===== config.mk =====
export PLATFORM = sky130hd
export DESIGN_NAME = gmii_tx_framer
export DESIGN_NICKNAME = d
export VERILOG_FILES = /design/src/rtl/gmii_tx_framer.sv
export SDC_FILE = /design/constraint.sdc
export NUM_CORES = 1
export LEC_CHECK = 0
export ABC_CLOCK_PERIOD_IN_PS = 5550
export CAP_MARGIN = 25
export CELL_PAD_IN_SITES_DETAIL_PLACEMENT = 2
export CELL_PAD_IN_SITES_GLOBAL_PLACEMENT = 2
export CORE_MARGIN = 3
export CORE_UTILIZATION = 43
export CTS_BUF_LIST = sky130_fd_sc_hd__clkbuf_2 sky130_fd_sc_hd__clkbuf_4 sky130_fd_sc_hd__clkbuf_8
export CTS_CLUSTER_DIAMETER = 30
export DETAILED_ROUTE_END_ITERATION = 7
export DONT_BUFFER_PORTS = 1
export MAX_ROUTING_LAYER = met4
export PLACE_DENSITY_LB_ADDON = 0.3
export SYNTH_ARGS = -nofsm -noshare
export SYNTH_HDL_FRONTEND = slang
export SYNTH_SLANG_ARGS = --single-unit
export TNS_END_PERCENT = 50

===== constraint.sdc =====
create_clock -name clk -period 5.55 [get_ports clk]
set_clock_uncertainty 0.1 [all_clocks]
set_input_delay 0.8325 -clock clk [delete_from_list [all_inputs] [get_ports clk]]
set_output_delay 0.8325 -clock clk [all_outputs]
set_load 0.01 [all_outputs]

===== src/rtl/gmii_tx_framer.sv =====
// gmii_tx_framer: GMII transmit framing stage (preamble/SFD, payload, optional pad, CRC32 FCS, IPG).
// Optional zero-padding to MIN_FRAME is compiled in with the macro GMII_TX_FRAMER_PAD_EN.
`timescale 1ns/1ps
`default_nettype none

module gmii_tx_framer #(
    parameter int IPG_BYTES = 12,
    parameter int MIN_FRAME = 60,
    parameter int CNT_W     = 32
) (
    input  logic             clk,
    input  logic             reset,
    input  logic             in_valid,
    input  logic [7:0]       in_data,
    input  logic             in_sop,
    input  logic             in_eop,
    input  logic             in_err,
    output logic             in_ready,
    output logic             tx_en,
    output logic [7:0]       txd,
    output logic             tx_er,
    output logic             busy,
    output logic [CNT_W-1:0] frame_cnt,
    output logic [CNT_W-1:0] err_cnt
);

    typedef enum logic [2:0] {
        S_IDLE = 3'd0,
        S_PRE  = 3'd1,
        S_SFD  = 3'd2,
        S_DATA = 3'd3,
`ifdef GMII_TX_FRAMER_PAD_EN
        S_PAD  = 3'd4,
`endif
        S_FCS  = 3'd5,
        S_IPG  = 3'd6
    } state_t;

    localparam logic [7:0] c_ipg_last = 8'(IPG_BYTES - 1);

    if (IPG_BYTES < 1 || IPG_BYTES > 255 || MIN_FRAME < 0 || MIN_FRAME > 65535 || CNT_W < 1) begin : g_param_check
        $error("gmii_tx_framer: illegal parameter value");
    end

    state_t           r_state;
    logic [7:0]       r_cnt;
    logic [15:0]      r_bcnt;
    logic [31:0]      r_crc;
    logic [23:0]      r_fcs_sh;
    logic             r_last;
    logic             r_bad;
    logic             r_tx_en;
    logic [7:0]       r_txd;
    logic             r_tx_er;
    logic [CNT_W-1:0] r_frame_cnt;
    logic [CNT_W-1:0] r_err_cnt;

    logic             w_ready;
    logic [31:0]      w_crc_data;
    logic [31:0]      w_fcs;
    logic [15:0]      w_bcnt_inc;

    // Reflected CRC32, one byte per call, LSB of the byte first.
    function automatic logic [31:0] f_crc8(input logic [31:0] crc, input logic [7:0] d);
        logic [31:0] c;
        c = crc ^ {24'd0, d};
        for (int b = 0; b < 8; b++) begin
            c = c[0] ? ((c >> 1) ^ 32'hEDB8_8320) : (c >> 1);
        end
        return c;
    endfunction

    assign w_crc_data = f_crc8(r_crc, in_data);
    assign w_fcs      = ~r_crc;
    assign w_bcnt_inc = (r_bcnt == 16'hFFFF) ? r_bcnt : r_bcnt + 16'd1;

`ifdef GMII_TX_FRAMER_PAD_EN
    localparam logic [15:0] c_min_frame = 16'(MIN_FRAME);
    logic        w_need_pad;
    logic [31:0] w_crc_zero;
    assign w_need_pad = (r_bcnt < c_min_frame);
    assign w_crc_zero = f_crc8(r_crc, 8'h00);
`endif

    // IDLE swallows stray non-sop bytes; the sop byte itself is held until SFD.
    always_comb begin
        w_ready = 1'b0;
        if (!reset) begin
            case (r_state)
                S_IDLE:  w_ready = !in_sop;
                S_SFD:   w_ready = 1'b1;
                S_DATA:  w_ready = !r_last;
                default: w_ready = 1'b0;
            endcase
        end
    end

    always_ff @(posedge clk) begin
        if (reset) begin
            r_state     <= S_IDLE;
            r_cnt       <= 8'd0;
            r_bcnt      <= 16'd0;
            r_crc       <= 32'hFFFF_FFFF;
            r_fcs_sh    <= 24'd0;
            r_last      <= 1'b0;
            r_bad       <= 1'b0;
            r_tx_en     <= 1'b0;
            r_txd       <= 8'h00;
            r_tx_er     <= 1'b0;
            r_frame_cnt <= '0;
            r_err_cnt   <= '0;
        end else begin
            case (r_state)
                S_IDLE: begin
                    if (in_valid && in_sop) begin
                        r_state <= S_PRE;
                        r_tx_en <= 1'b1;
                        r_txd   <= 8'h55;
                        r_cnt   <= 8'd0;
                    end
                end
                S_PRE: begin
                    if (r_cnt == 8'd6) begin
                        r_state <= S_SFD;
                        r_txd   <= 8'hD5;
                        r_crc   <= 32'hFFFF_FFFF;
                        r_bcnt  <= 16'd0;
                        r_bad   <= 1'b0;
                        r_last  <= 1'b0;
                    end else begin
                        r_cnt <= r_cnt + 8'd1;
                    end
                end
                S_SFD, S_DATA: begin
                    r_state <= S_DATA;
                    if (r_last) begin
                        r_last  <= 1'b0;
                        r_tx_er <= 1'b0;
`ifdef GMII_TX_FRAMER_PAD_EN
                        if (w_need_pad) begin
                            r_state <= S_PAD;
                            r_txd   <= 8'h00;
                            r_crc   <= w_crc_zero;
                            r_bcnt  <= w_bcnt_inc;
                        end else
`endif
                        begin
                            r_state  <= S_FCS;
                            r_txd    <= w_fcs[7:0];
                            r_fcs_sh <= w_fcs[31:8];
                            r_tx_er  <= r_bad;
                            r_cnt    <= 8'd0;
                        end
                    end else if (in_valid) begin
                        r_txd   <= in_data;
                        r_tx_er <= 1'b0;
                        r_crc   <= w_crc_data;
                        r_bcnt  <= w_bcnt_inc;
                        if (in_eop) begin
                            r_last <= 1'b1;
                            r_bad  <= r_bad | in_err;
                        end
                    end else begin
                        // Underrun: keep tx_en up, poison the frame, leave CRC/count alone.
                        r_txd   <= 8'h00;
                        r_tx_er <= 1'b1;
                        r_bad   <= 1'b1;
                    end
                end
`ifdef GMII_TX_FRAMER_PAD_EN
                S_PAD: begin
                    if (w_need_pad) begin
                        r_txd  <= 8'h00;
                        r_crc  <= w_crc_zero;
                        r_bcnt <= w_bcnt_inc;
                    end else begin
                        r_state  <= S_FCS;
                        r_txd    <= w_fcs[7:0];
                        r_fcs_sh <= w_fcs[31:8];
                        r_tx_er  <= r_bad;
                        r_cnt    <= 8'd0;
                    end
                end
`endif
                S_FCS: begin
                    if (r_cnt == 8'd3) begin
                        r_state     <= S_IPG;
                        r_tx_en     <= 1'b0;
                        r_txd       <= 8'h00;
                        r_tx_er     <= 1'b0;
                        r_cnt       <= 8'd0;
                        r_frame_cnt <= r_frame_cnt + 1'b1;
                        if (r_bad) begin
                            r_err_cnt <= r_err_cnt + 1'b1;
                        end
                    end else begin
                        r_cnt    <= r_cnt + 8'd1;
                        r_txd    <= r_fcs_sh[7:0];
                        r_fcs_sh <= r_fcs_sh >> 8;
                    end
                end
                S_IPG: begin
                    // A waiting sop skips the IDLE cycle so the gap is exactly IPG_BYTES.
                    if (r_cnt == c_ipg_last) begin
                        if (in_valid && in_sop) begin
                            r_state <= S_PRE;
                            r_tx_en <= 1'b1;
                            r_txd   <= 8'h55;
                            r_cnt   <= 8'd0;
                        end else begin
                            r_state <= S_IDLE;
                        end
                    end else begin
                        r_cnt <= r_cnt + 8'd1;
                    end
                end
                default: r_state <= S_IDLE;
            endcase
        end
    end

    assign in_ready  = w_ready;
    assign tx_en     = r_tx_en;
    assign txd       = r_txd;
    assign tx_er     = r_tx_er;
    assign busy      = (r_state != S_IDLE);
    assign frame_cnt = r_frame_cnt;
    assign err_cnt   = r_err_cnt;

endmodule

`default_nettype wire


# ---- Yosys cells after proc, flatten, opt, wreduce, memory -nomap -nowiden
# Cells that the tools add are included.
dict set report totals {
  wordCells 117
  ff_bits 143
  inputBits 14
  out_inout_bits 76
}
dict set report op_classes {
  mux 53
  addsub 3
  n_bitwise 11
  eq_ne 18
  reduce_logical 21
}
# op n
set op_table {}
lappend op_table {{two-way mux 32 bit} 11}
lappend op_table {{NOT 13 -> 14 bit} 8}
lappend op_table {{two-way mux 8 bit} 11}
lappend op_table {{case mux 8 bit (5 select lines)} 2}
lappend op_table {{adder 32 x 1 -> 32 bit (second input constant)} 2}
lappend op_table {{case mux 32 bit (2 select lines)} 1}
lappend op_table {{two-way mux 24 bit} 2}
lappend op_table {{case mux 24 bit (2 select lines)} 1}
lappend op_table {{NOT 32 bit} 1}
lappend op_table {{XOR 32 x 8 -> 32 bit} 1}
lappend op_table {{inequality test 2 bit (second input constant)} 9}
lappend op_table {{two-way mux 3 bit} 5}
lappend op_table {{case mux 3 bit (5 select lines)} 1}
lappend op_table {{AND reduction 3 bit} 5}
lappend op_table {{two-way mux 1 bit} 14}
lappend op_table {{AND reduction 4 bit} 3}
lappend op_table {{adder 8 x 1 -> 8 bit (second input constant)} 1}
lappend op_table {{== test 8 x 2 -> 1 bit (second input constant)} 1}
lappend op_table {{== test 8 x 3 -> 1 bit (second input constant)} 1}
lappend op_table {{== test 8 x 4 -> 1 bit (second input constant)} 1}
lappend op_table {{== test 3 x 2 -> 1 bit (second input constant)} 2}
lappend op_table {{== test 3 bit (second input constant)} 2}
lappend op_table {{case mux 1 bit (2 select lines)} 3}
lappend op_table {{case mux 1 bit (3 select lines)} 2}
lappend op_table {{other kinds (11)} 16}

# ---- Longest topological paths before layout
# Gate-level depths: netlist (run 1).
dict set report depth {
  depth_word 20
  mapped_depth 8
  ltp_nobuf 7
}

# ---- Worst setup path before layout (run 1)
# Ideal clock, no wire load.
dict set report synth_timing {
  path_type {flip-flop to flip-flop}
  start {register r_cnt[0]}
  end {register r_frame_cnt[31] (netlist: frame_cnt[31])}
  path_slack_ps 2954
  t_required_ps 5380
  setup_time_ps 70
  path_buffers 0
  path_stages_with_launch 7
  t_arrival_ps 2426
  synth_period_minus_slack_ps 2596
  cell_sequence {dfxtp_1 -> ha_1 -> or3b_2 -> or4_4 -> or2_4 -> or4_1 -> a21oi_1}
}
dict set report synth_via {
  elab_chain_cells 2
}
# element line_no
set synth_rtl {}
lappend synth_rtl {{start: declaration} 46} ;# logic [7:0] r_cnt;
lappend synth_rtl {{start signal: assignment} 131} ;# r_cnt <= r_cnt + 8'd1;
lappend synth_rtl {{start signal: assignment} 197} ;# r_cnt <= r_cnt + 8'd1;
lappend synth_rtl {{start signal: assignment} 214} ;# r_cnt <= r_cnt + 8'd1;
lappend synth_rtl {{== test 8 x 2 -> 1 bit} 186} ;# if (r_cnt == 8'd3) begin
lappend synth_rtl {{AND reduction 2 bit (no source line)} -}
lappend synth_rtl {{end signal: assignment} 192} ;# r_frame_cnt <= r_frame_cnt + 1'b1;
lappend synth_rtl {{end: declaration} 55} ;# logic [CNT_W-1:0] r_frame_cnt;
# No other way between the ends.
# A chain may end at the register's enable or synchronous reset.

# ---- Worst setup path in the final report (run 1)
dict set report layout_timing {
  start {register r_state[2]}
  end {register r_err_cnt[31] (netlist: err_cnt[31])}
}
dict set report layout_via {
  elab_chain_cells 2
}
# element line_no
set layout_rtl {}
lappend layout_rtl {{start: declaration} 45} ;# state_t r_state;
lappend layout_rtl {{start signal: assignment} 100} ;# r_state <= S_IDLE;
lappend layout_rtl {{start signal: assignment} 116} ;# r_state <= S_PRE;
lappend layout_rtl {{start signal: assignment} 124} ;# r_state <= S_SFD;
lappend layout_rtl {{== test 3 bit} 113} ;# case (r_state)
lappend layout_rtl {{AND reduction 3 bit (no source line)} -}
lappend layout_rtl {{end signal: assignment} 194} ;# r_err_cnt <= r_err_cnt + 1'b1;
lappend layout_rtl {{end: declaration} 56} ;# logic [CNT_W-1:0] r_err_cnt;
# No other way between the ends.

==> out/metrics.csv, run 1 <==
metric,value,unit
crit end category,register,
clock-pin slew on the worst setup and hold paths,0.09,ns
vias in the first global route,7205,
Leak Pwr,0.00277,uW
vias after detailed routing,6501,
wire per inst,23.7,um
Max transition margin,0.310,
pwr dens,298,nW/um^2
met2 routed WL,13200,um
postcts setup bufs,0,
post-synth cell types,56,
Mapped Nets,876,
asr flop ratio synth,0,
Worst Hold Class,in2reg,
fin util,0.477,
hold buffer count at cts,0,
M1 WL,10300,um
synthesized instance count,858,
Critical-path top delay cell,or3_1,
worst-path maximum fanout,16,
Crit Path Category,reg2reg,
CTS max path bufs,2,
clock latency on the worst-skew pair,0.47,ns
unrepaired setup endpoints after global routing,no,
grt ovf,0,
synth top area cells,"dfxtp_1 (39%), xnor2_1 (9.2%), nor2_1 (5.0%), xnor3_1 (4.0%), nand2_1 (3.5%)",
H-tree Lvls,4,
Finish-stage setup viols,0,
status,completed,
syn avg cell area,8.51,sq um
Setup crit start kind,register,
antenna-violating nets left,0,
initial antenna violation count,0,
CP peak stage delay,0.77,ns
Die Wd,136,um
Nets,855,
FMAX,0.294,GHz
die area,18600,sq um
1st-iter DRT viols,332,
Worst Path Arrival,3.69,ns
Vias/cell,6.08,
share of the synthesized area in the top cell type,0.392,
P&R area growth vs syn,8.36,%
crit path cell chain,and3b_1 -> nand3_1 -> or3_1 -> or4_1 -> a21oi_1,
share of cells above drive strength 1,0.0671,
finished layout cell area,7920,sq um
first-pass GRT wire length,39600,um
largest net degree at the start of global routing,148,
ANT cells,0,
DRT Wirelength,25400,um
Yosys reg bits,143,
Max Cap Violations,0,
GR Util All Layers,0.279,
met3 WL post-DR,1210,um
Synth Flop Type,dfxtp_1,
dpl hpwl,16500,um
die height,136,um
total CTS buffers,17,
"Req. time, crit path",5.84,ns
Ys Warns,0,
"commonest non-fill, non-tap cell in the layout",dfxtp_1,
Hold Slack,0.330,ns
post-synth top area cell,dfxtp_1,
Root Driver,clkbuf_8,
fin crit share,0.612,
most frequent cells in the layout,"dfxtp_1 (143), nor2_1 (97), xnor2_1 (77), nand2_1 (69), a21oi_1 (45)",
Netlist Area Pre-Place,7300,sq um
post-CTS sizing,0,
TNS Setup,0,ns
total power,2360,uW
PortBufs,0,
final hold violation count,0,
Core ar.,16600,sq um
Post-synth EDFFs,0,
worst slew pin tran,1.03,ns
sequential-to-total area share from yosys stat,0.392,
DRC,0,
I/O pins,90,
Max Used Layer,met4,
First-pass DRT Iterations,4,
CTS tree,built,
# clock sinks,143,
minimum clock period,3.40,ns
GPL Wtd Cong,0.853,
max-slew violation count,0,
Initial Util,0.440,
cell row count,47,
Peak supply drop,0.143,mV
"Cell Area, Placed",7420,sq um
==> critical path: cells and delay by family, from the launching register on <==
family	cells	cell delay [ns]
AND/OR/NAND/NOR	4	2.37
flip-flops	1	0.69
AO/OA/AOI/OAI	1	0.16
==> flip-flops by register name, indices dropped and copies added, names as in the netlist <==
name,cells
r_fcs_sh,24
r_cnt,8
r_last,1
frame_cnt,32
err_cnt,32
r_state,3
r_bad,1
tx_en,1
txd,8
tx_er,1
r_crc,32
==> cells by family after synthesis <==
| family | Yosys count | synth area share |
|---|---|---|
| xor+xnor | 112 | 0.167 |
| simple gates | 350 | 0.241 |
| compound gates | 178 | 0.155 |
| buf+inv | 70 | 0.0365 |
| flops | 143 | 0.392 |
| mux | 1 | 0.00154 |
| fa+ha+maj | 4 | 0.00685 |
==> cell type report <==
class | count | area (sq um)
Timing Repair Buffer | 13 | 119
Sequential cell | 143 | 2860
Multi-Input combinational cell | 645 | 4180
Inverter | 17 | 63.8
Fill cell | 1839 | 8670
Clock inverter | 13 | 164
Clock buffer | 19 | 255
Tap cell | 220 | 275
==> power by group <==
part	switching (uW)	total [uW]	internal, uW
clock network	438	899	461
registers	39.9	1090	1050
logic	210	372	162
total	687	2360	1670
==> cells in the mapped netlist, types with 15 or more instances <==
library cell and count:
a21oi_1 45, a31oi_1 17, and3_1 15, clkbuf_1 46, dfxtp_1 143, inv_1 17
nand2_1 69, nand2b_1 26, nand3_1 29, nor2_1 97, nor3_1 34, nor4_1 16
o21ai_0 29, o22ai_1 18, xnor2_1 77, xor2_1 18
==> path summary, 6_finish.rpt <==
| check | cells past startpoint | endpoint | startpoint | slack [ns] |
|---|---|---|---|---|
| setup / recovery | 5 | err_cnt[31]$_SDFFE_PP0P_ | r_state[2]$_SDFFE_PP0P_ | 2.15 |
| hold / removal | 1 | txd[1]$_SDFFE_PP0P_ | reset | 0.33 |
| setup reg to reg | 5 | err_cnt[31]$_SDFFE_PP0P_ | r_state[2]$_SDFFE_PP0P_ | 2.15 |
| hold reg to reg | 2 | r_fcs_sh[2]$_SDFFE_PP0P_ | r_fcs_sh[2]$_SDFFE_PP0P_ | 0.36 |
==> through the flow <==
| stage | setup WS [ns] | cells |
|---|---|---|
| global route | 1.95 | 1070 |
| detailed placement | 1.96 | 1031 |
| global placement | 2.13 | 1030 |
| finish | 2.15 | 1070 |
| CTS | 2.11 | 1063 |
| floorplan | 2.95 | 858 |
==> metal layers <==
layer / vias to the layer above / track usage
met1: 3307 / 0.322
met3: 44 / 0.0577
met4: 0 / 0.105
li1: 2990 / -
met2: 160 / 0.476
met5: - / -
(Power assumes the default switching activity.)
==> run 2, diff against run 1 <==
Settings changed: ABC_CLOCK_PERIOD_IN_PS 5550 to 3150, CORE_UTILIZATION 43 to 40.
Clock period 5.55 ns to 3.15 ns, I/O delays scaled along.
==> run 2 against run 1 <==
Against the previous run:
- global-route usage is 0.55 points lower
- non-clock buffer count grew 21
- maximum frequency increased by 14%
- die area up 7.2%
- flip-flop and latch count is the same
- worst hold slack got worse by 0.30 ns
- register-to-register slack worse by 2.0 ns
- final cell count increased by 2.4%
==> out/metrics.csv, run 2 (synthesis gave the netlist of run 1 again) <==
metric,value,unit,change
crit end category,register,,
Peak supply drop,0.263,mV,+84%
fill count,1960,,+6.6%
clock latency on the worst-skew pair,0.46,ns,about the same
vias in the first global route,7258,,+0.74%
unrepaired setup endpoints after global routing,no,,
postcts setup bufs,0,,unchanged
TNS Setup,0,ns,unchanged
PortBufs,0,,unchanged
"Req. time, crit path",3.44,ns,-2.40 ns
crit path cell chain,ha_1 -> or3b_2 -> or4_4 -> or2_4 -> or4_1 -> a21oi_1,,
DRC,0,,unchanged
first-pass GRT wire length,41400,um,+4.4%
worst slew pin tran,1.02,ns,-0.00804 ns
grt ovf,0,,unchanged
fin crit share,0.946,,+0.334
worst r2r path cells,6,,+1
die area,19900,sq um,+7.2%
"commonest non-fill, non-tap cell in the layout",dfxtp_1,,
H-tree Lvls,4,,unchanged
Vias/cell,6.04,,-0.53%
Max Cap Violations,0,,unchanged
P&R area growth vs syn,10.4,%,
Setup crit start kind,register,,
Finish-stage setup viols,0,,unchanged
register area,2860,sq um,unchanged
First-pass DRT Iterations,5,,+1
1st-iter DRT viols,472,,+42%
DRT Wirelength,26200,um,+3.4%
GR Util All Layers,0.273,,-0.00552
Critical-path top delay cell,or4_4,,
R2R Path Start,r_cnt[0]$_SDFFE_PP0P_,,
worst-path maximum fanout,12,,-4
most frequent cells in the layout,"dfxtp_1 (143), nor2_1 (97), xnor2_1 (77), nand2_1 (69), a21oi_1 (45)",,
# clock sinks,143,,unchanged
Hold Path Depth,1,,unchanged
Max transition margin,0.313,,+0.00310
Root Driver,clkbuf_8,,
dpl hpwl,17300,um,+4.9%
ANT cells,0,,unchanged
die height,141,um,+3.5%
largest net degree at the start of global routing,104,,-30%
Crit Path Category,reg2reg,,
status,completed,,
Nets,876,,+2.5%
CTS max path bufs,2,,unchanged
CTS tree,built,,
minimum clock period,2.98,ns,-0.416 ns
Worst Hold Class,in2reg,,
I/O pins,90,,unchanged
cell row count,48,,+2.1%
Crit. Startpoint,r_cnt[0]$_SDFFE_PP0P_,,
CP peak stage delay,0.62,ns,-0.15 ns
clock-pin slew on the worst setup and hold paths,0.08,ns,about the same
initial antenna violation count,1,,+1
wire per inst,23.9,um,+0.96%
Core ar.,17600,sq um,+6.1%
vias after detailed routing,6624,,+1.9%
Leak Pwr,0.00286,uW,+3.4%
Die Wd,141,um,+3.5%
Worst Path Arrival,3.27,ns,-0.42 ns
hold_sp,reset,,
share of cells above drive strength 1,0.0873,,+0.0202
antenna-violating nets left,0,,unchanged
Multi-input gate area,4180,sq um,+0.21%
total CTS buffers,17,,unchanged
final hold violation count,0,,unchanged
max-slew violation count,0,,unchanged
FMAX,0.335,GHz,+14%
Hold Slack,0.0331,ns,-0.296 ns
Initial Util,0.415,,-0.0254
pwr dens,502,nW/um^2,+68%
fin util,0.458,,-0.0188
GPL Wtd Cong,0.877,,+2.8%
==> run 2: where the power goes <==
group	total (uW)	switching, uW	internal [uW]
clock	1420	727	697
sequential	1920	72.0	1850
combinational	707	400	307
total	4050	1200	2850
==> run 2: area by class of cell <==
cell class | count | area share
sequential | 143 | 0.355
inverter | 17 | 0.00791
multi-input combinational | 645 | 0.519
clock buffer | 22 | 0.0360
tap | 225 | 0.0349
timing repair buffer | 34 | 0.0369
clock inverter | 10 | 0.0109
==> run 2: metrics by stage <==
stage                     worst slack [ns]  instance area [sq um]  std cells  total power [uW]
after CTS                           0.0472                   8040       1094              4080
after detailed placement             0.137                   7610       1058              2610
after floorplan                      0.554                   7300        858              2430
final                                0.169                   8070       1096              4050
after global routing                0.0513                   8070       1096              4240
after global placement               0.351                   7610       1058              2560
==> run 2: worst paths after layout <==
check / to / slack, ns
worst max register to register: frame_cnt[31]$_SDFFE_PP0P_ / 0.17
worst min-delay path: r_crc[4]$_SDFFE_PP1P_ / 0.03
worst min register to register: r_fcs_sh[2]$_SDFFE_PP0P_ / 0.36
worst max-delay path: frame_cnt[31]$_SDFFE_PP0P_ / 0.17
==> run 2: critical path, delay by kind of cell, from the launching register on <==
family | cells | cell delay [ns]
compound gates | 1 | 0.15
simple gates | 4 | 1.93
flops | 1 | 0.40
fa+ha+maj | 1 | 0.31
==> run 2: what timing repair did <==
item,4_1_cts,5_1_grt
hold buffers,4,1
endpoints found under the hold margin,103,3
gates resized for setup,0,2
setup endpoints to repair,0,13
==> run 2: routing by layer <==
metal | up-vias | global-route usage | share of wire
li1 | 3041 | - | -
met1 | 3383 | 0.332 | 0.43
met2 | 164 | 0.455 | 0.51
met3 | 36 | 0.0597 | 0.042
met4 | 0 | 0.0826 | 0.018
met5 | - | - | 0
==> run 3, diff against run 2 <==
Settings changed: CORE_MARGIN 3 to not set, CTS_CLUSTER_DIAMETER 30 to not set.
==> run 3 against run 2 <==
Against the previous run:
- sequential share of layout area decreased by 0.28 points
- critical path depth stayed put
- global-route usage increased by 0.90 points
- sequential power hardly changed
- clock power is 19% higher
- largest power group unchanged
- flip-flop and latch count unchanged
- final cell count rose by 0.36%
- via count decreased by 0.79%
- critical path type unchanged
- first-iteration DRC count down 47%
- register-to-register slack is essentially flat
==> out/metrics.csv, run 3 (synthesis gave the netlist of run 1 again) <==
metric,value,unit,change
Nets,876,,unchanged
vias in the first global route,7056,,-2.8%
H-tree Lvls,4,,unchanged
antenna-violating nets left,0,,unchanged
fill count,1978,,+0.92%
Worst Hold Class,in2reg,,
crit end category,register,,
final hold violation count,0,,unchanged
Layout Cells excl Fill,1100,,+0.36%
M1 WL,10100,um,-11%
unrepaired setup endpoints after global routing,no,,
First-pass DRT Iterations,4,,-1
clock-pin slew on the worst setup and hold paths,0.09,ns,about the same
Core ar.,17900,sq um,+1.7%
post-CTS sizing,0,,unchanged
Max Used Layer,met4,,
GPL Wtd Cong,0.851,,-3.0%
Final WS setup,0.171,ns,+0.00194 ns
minimum clock period,2.98,ns,-0.00194 ns
worst slack at placement,0.222,ns,+0.0850 ns
vias after detailed routing,6572,,-0.79%
Hold Slack,0.0226,ns,-0.0105 ns
Max transition margin,0.471,,+0.158
Multi-input gate area,4180,sq um,-0.21%
DRT Wirelength,24800,um,-5.3%
ANT cells,0,,unchanged
Leak Pwr,0.00289,uW,+0.96%
Vias/cell,5.97,,-1.1%
die area,18800,sq um,-5.6%
Die Wd,137,um,-2.8%
met3 WL post-DR,1240,um,+13%
GR Util All Layers,0.282,,+0.00904
"commonest non-fill, non-tap cell in the layout",dfxtp_1,,
1st-iter DRT viols,250,,-47%
DRC,0,,unchanged
Initial Util,0.408,,-0.00708
share of cells above drive strength 1,0.0861,,-0.00115
grt ovf,0,,unchanged
worst slew pin tran,0.788,ns,-0.232 ns
largest net degree at the start of global routing,107,,+2.9%
FMAX,0.336,GHz,about the same
I/O pins,90,,unchanged
register area,2860,sq um,unchanged
Finish-stage setup viols,0,,unchanged
Peak supply drop,0.298,mV,+13%
wire per inst,22.6,um,-5.6%
Setup crit start kind,register,,
total CTS buffers,17,,unchanged
met2 routed WL,13000,um,-2.4%
# clock sinks,143,,unchanged
total power,4310,uW,+6.3%
Cell Count Post-Placement,1062,,+0.38%
dpl hpwl,16500,um,-4.8%
"Req. time, crit path",3.39,ns,-0.05 ns
pwr dens,530,nW/um^2,+5.5%
max-slew violation count,0,,unchanged
Root Driver,clkbuf_8,,
TNS Setup,0,ns,unchanged
clock latency on the worst-skew pair,0.46,ns,about the same
Crit Path Category,reg2reg,,
initial antenna violation count,0,,-1
first-pass GRT wire length,39100,um,-5.5%
worst-path maximum fanout,15,,+3
die height,137,um,-2.8%
P&R area growth vs syn,11.3,%,
status,completed,,
PortBufs,0,,unchanged
CTS tree,built,,
Max Cap Violations,0,,unchanged
CTS max path bufs,2,,unchanged
cell row count,49,,+2.1%
fin crit share,0.946,,about the same
Worst Path Arrival,3.22,ns,-0.05 ns
most frequent cells in the layout,"dfxtp_1 (143), nor2_1 (97), xnor2_1 (77), nand2_1 (69), a21oi_1 (45)",,
==> run 3: per-stage QoR <==
stage	cell area, sq um	util
after floorplan	7300	-
after global placement	7600	0.425
after detailed placement	7610	0.425
after CTS	8110	0.453
after global routing	8130	0.454
final	8130	0.454
==> run 3: layout make-up <==
| type | instances | share of cell area |
|---|---|---|
| Clock buffer | 20 | 0.0331 |
| Clock inverter | 12 | 0.0223 |
| Multi-Input combinational cell | 645 | 0.513 |
| Timing Repair Buffer | 34 | 0.0360 |
| Tap cell | 229 | 0.0352 |
| Inverter | 17 | 0.00785 |
| Sequential cell | 143 | 0.352 |
==> run 3: final timing paths <==
path	slack (ns)	depth (start not counted)	endpoint	from
hold / removal	0.02	1	r_crc[12]$_SDFFE_PP1P_	reset
hold reg to reg	0.36	2	r_fcs_sh[9]$_SDFFE_PP0P_	r_fcs_sh[9]$_SDFFE_PP0P_
setup reg to reg	0.17	6	frame_cnt[26]$_SDFFE_PP0P_	r_cnt[0]$_SDFFE_PP0P_
setup / recovery	0.17	6	frame_cnt[26]$_SDFFE_PP0P_	r_cnt[0]$_SDFFE_PP0P_
==> run 3: repair_timing <==
action	CTS	global route
endpoints found under the hold margin	106	1
hold buffers	3	1
setup buffers	0	0
==> run 3: layer usage <==
layer	vias up	global-route usage
li1	3034	-
met1	3341	0.311
met2	159	0.496
met3	38	0.0648
met4	0	0.100
met5	-	-
==> run 3: power by group <==
group / leakage, uW / switching [uW] / internal, uW
Clock: 0.000215 / 774 / 919
Sequential: 0.00115 / 60.2 / 1850
Combinational: 0.00152 / 394 / 312
==> run 3: worst max-delay path: stages (launching register included) <==
cell and delay [ns]:
dfxtp_1 0.40, ha_1 0.29, or3b_2 0.54, or4_1 0.80, nor4_1 0.51, xnor2_1 0.17
nor2_1 0.05
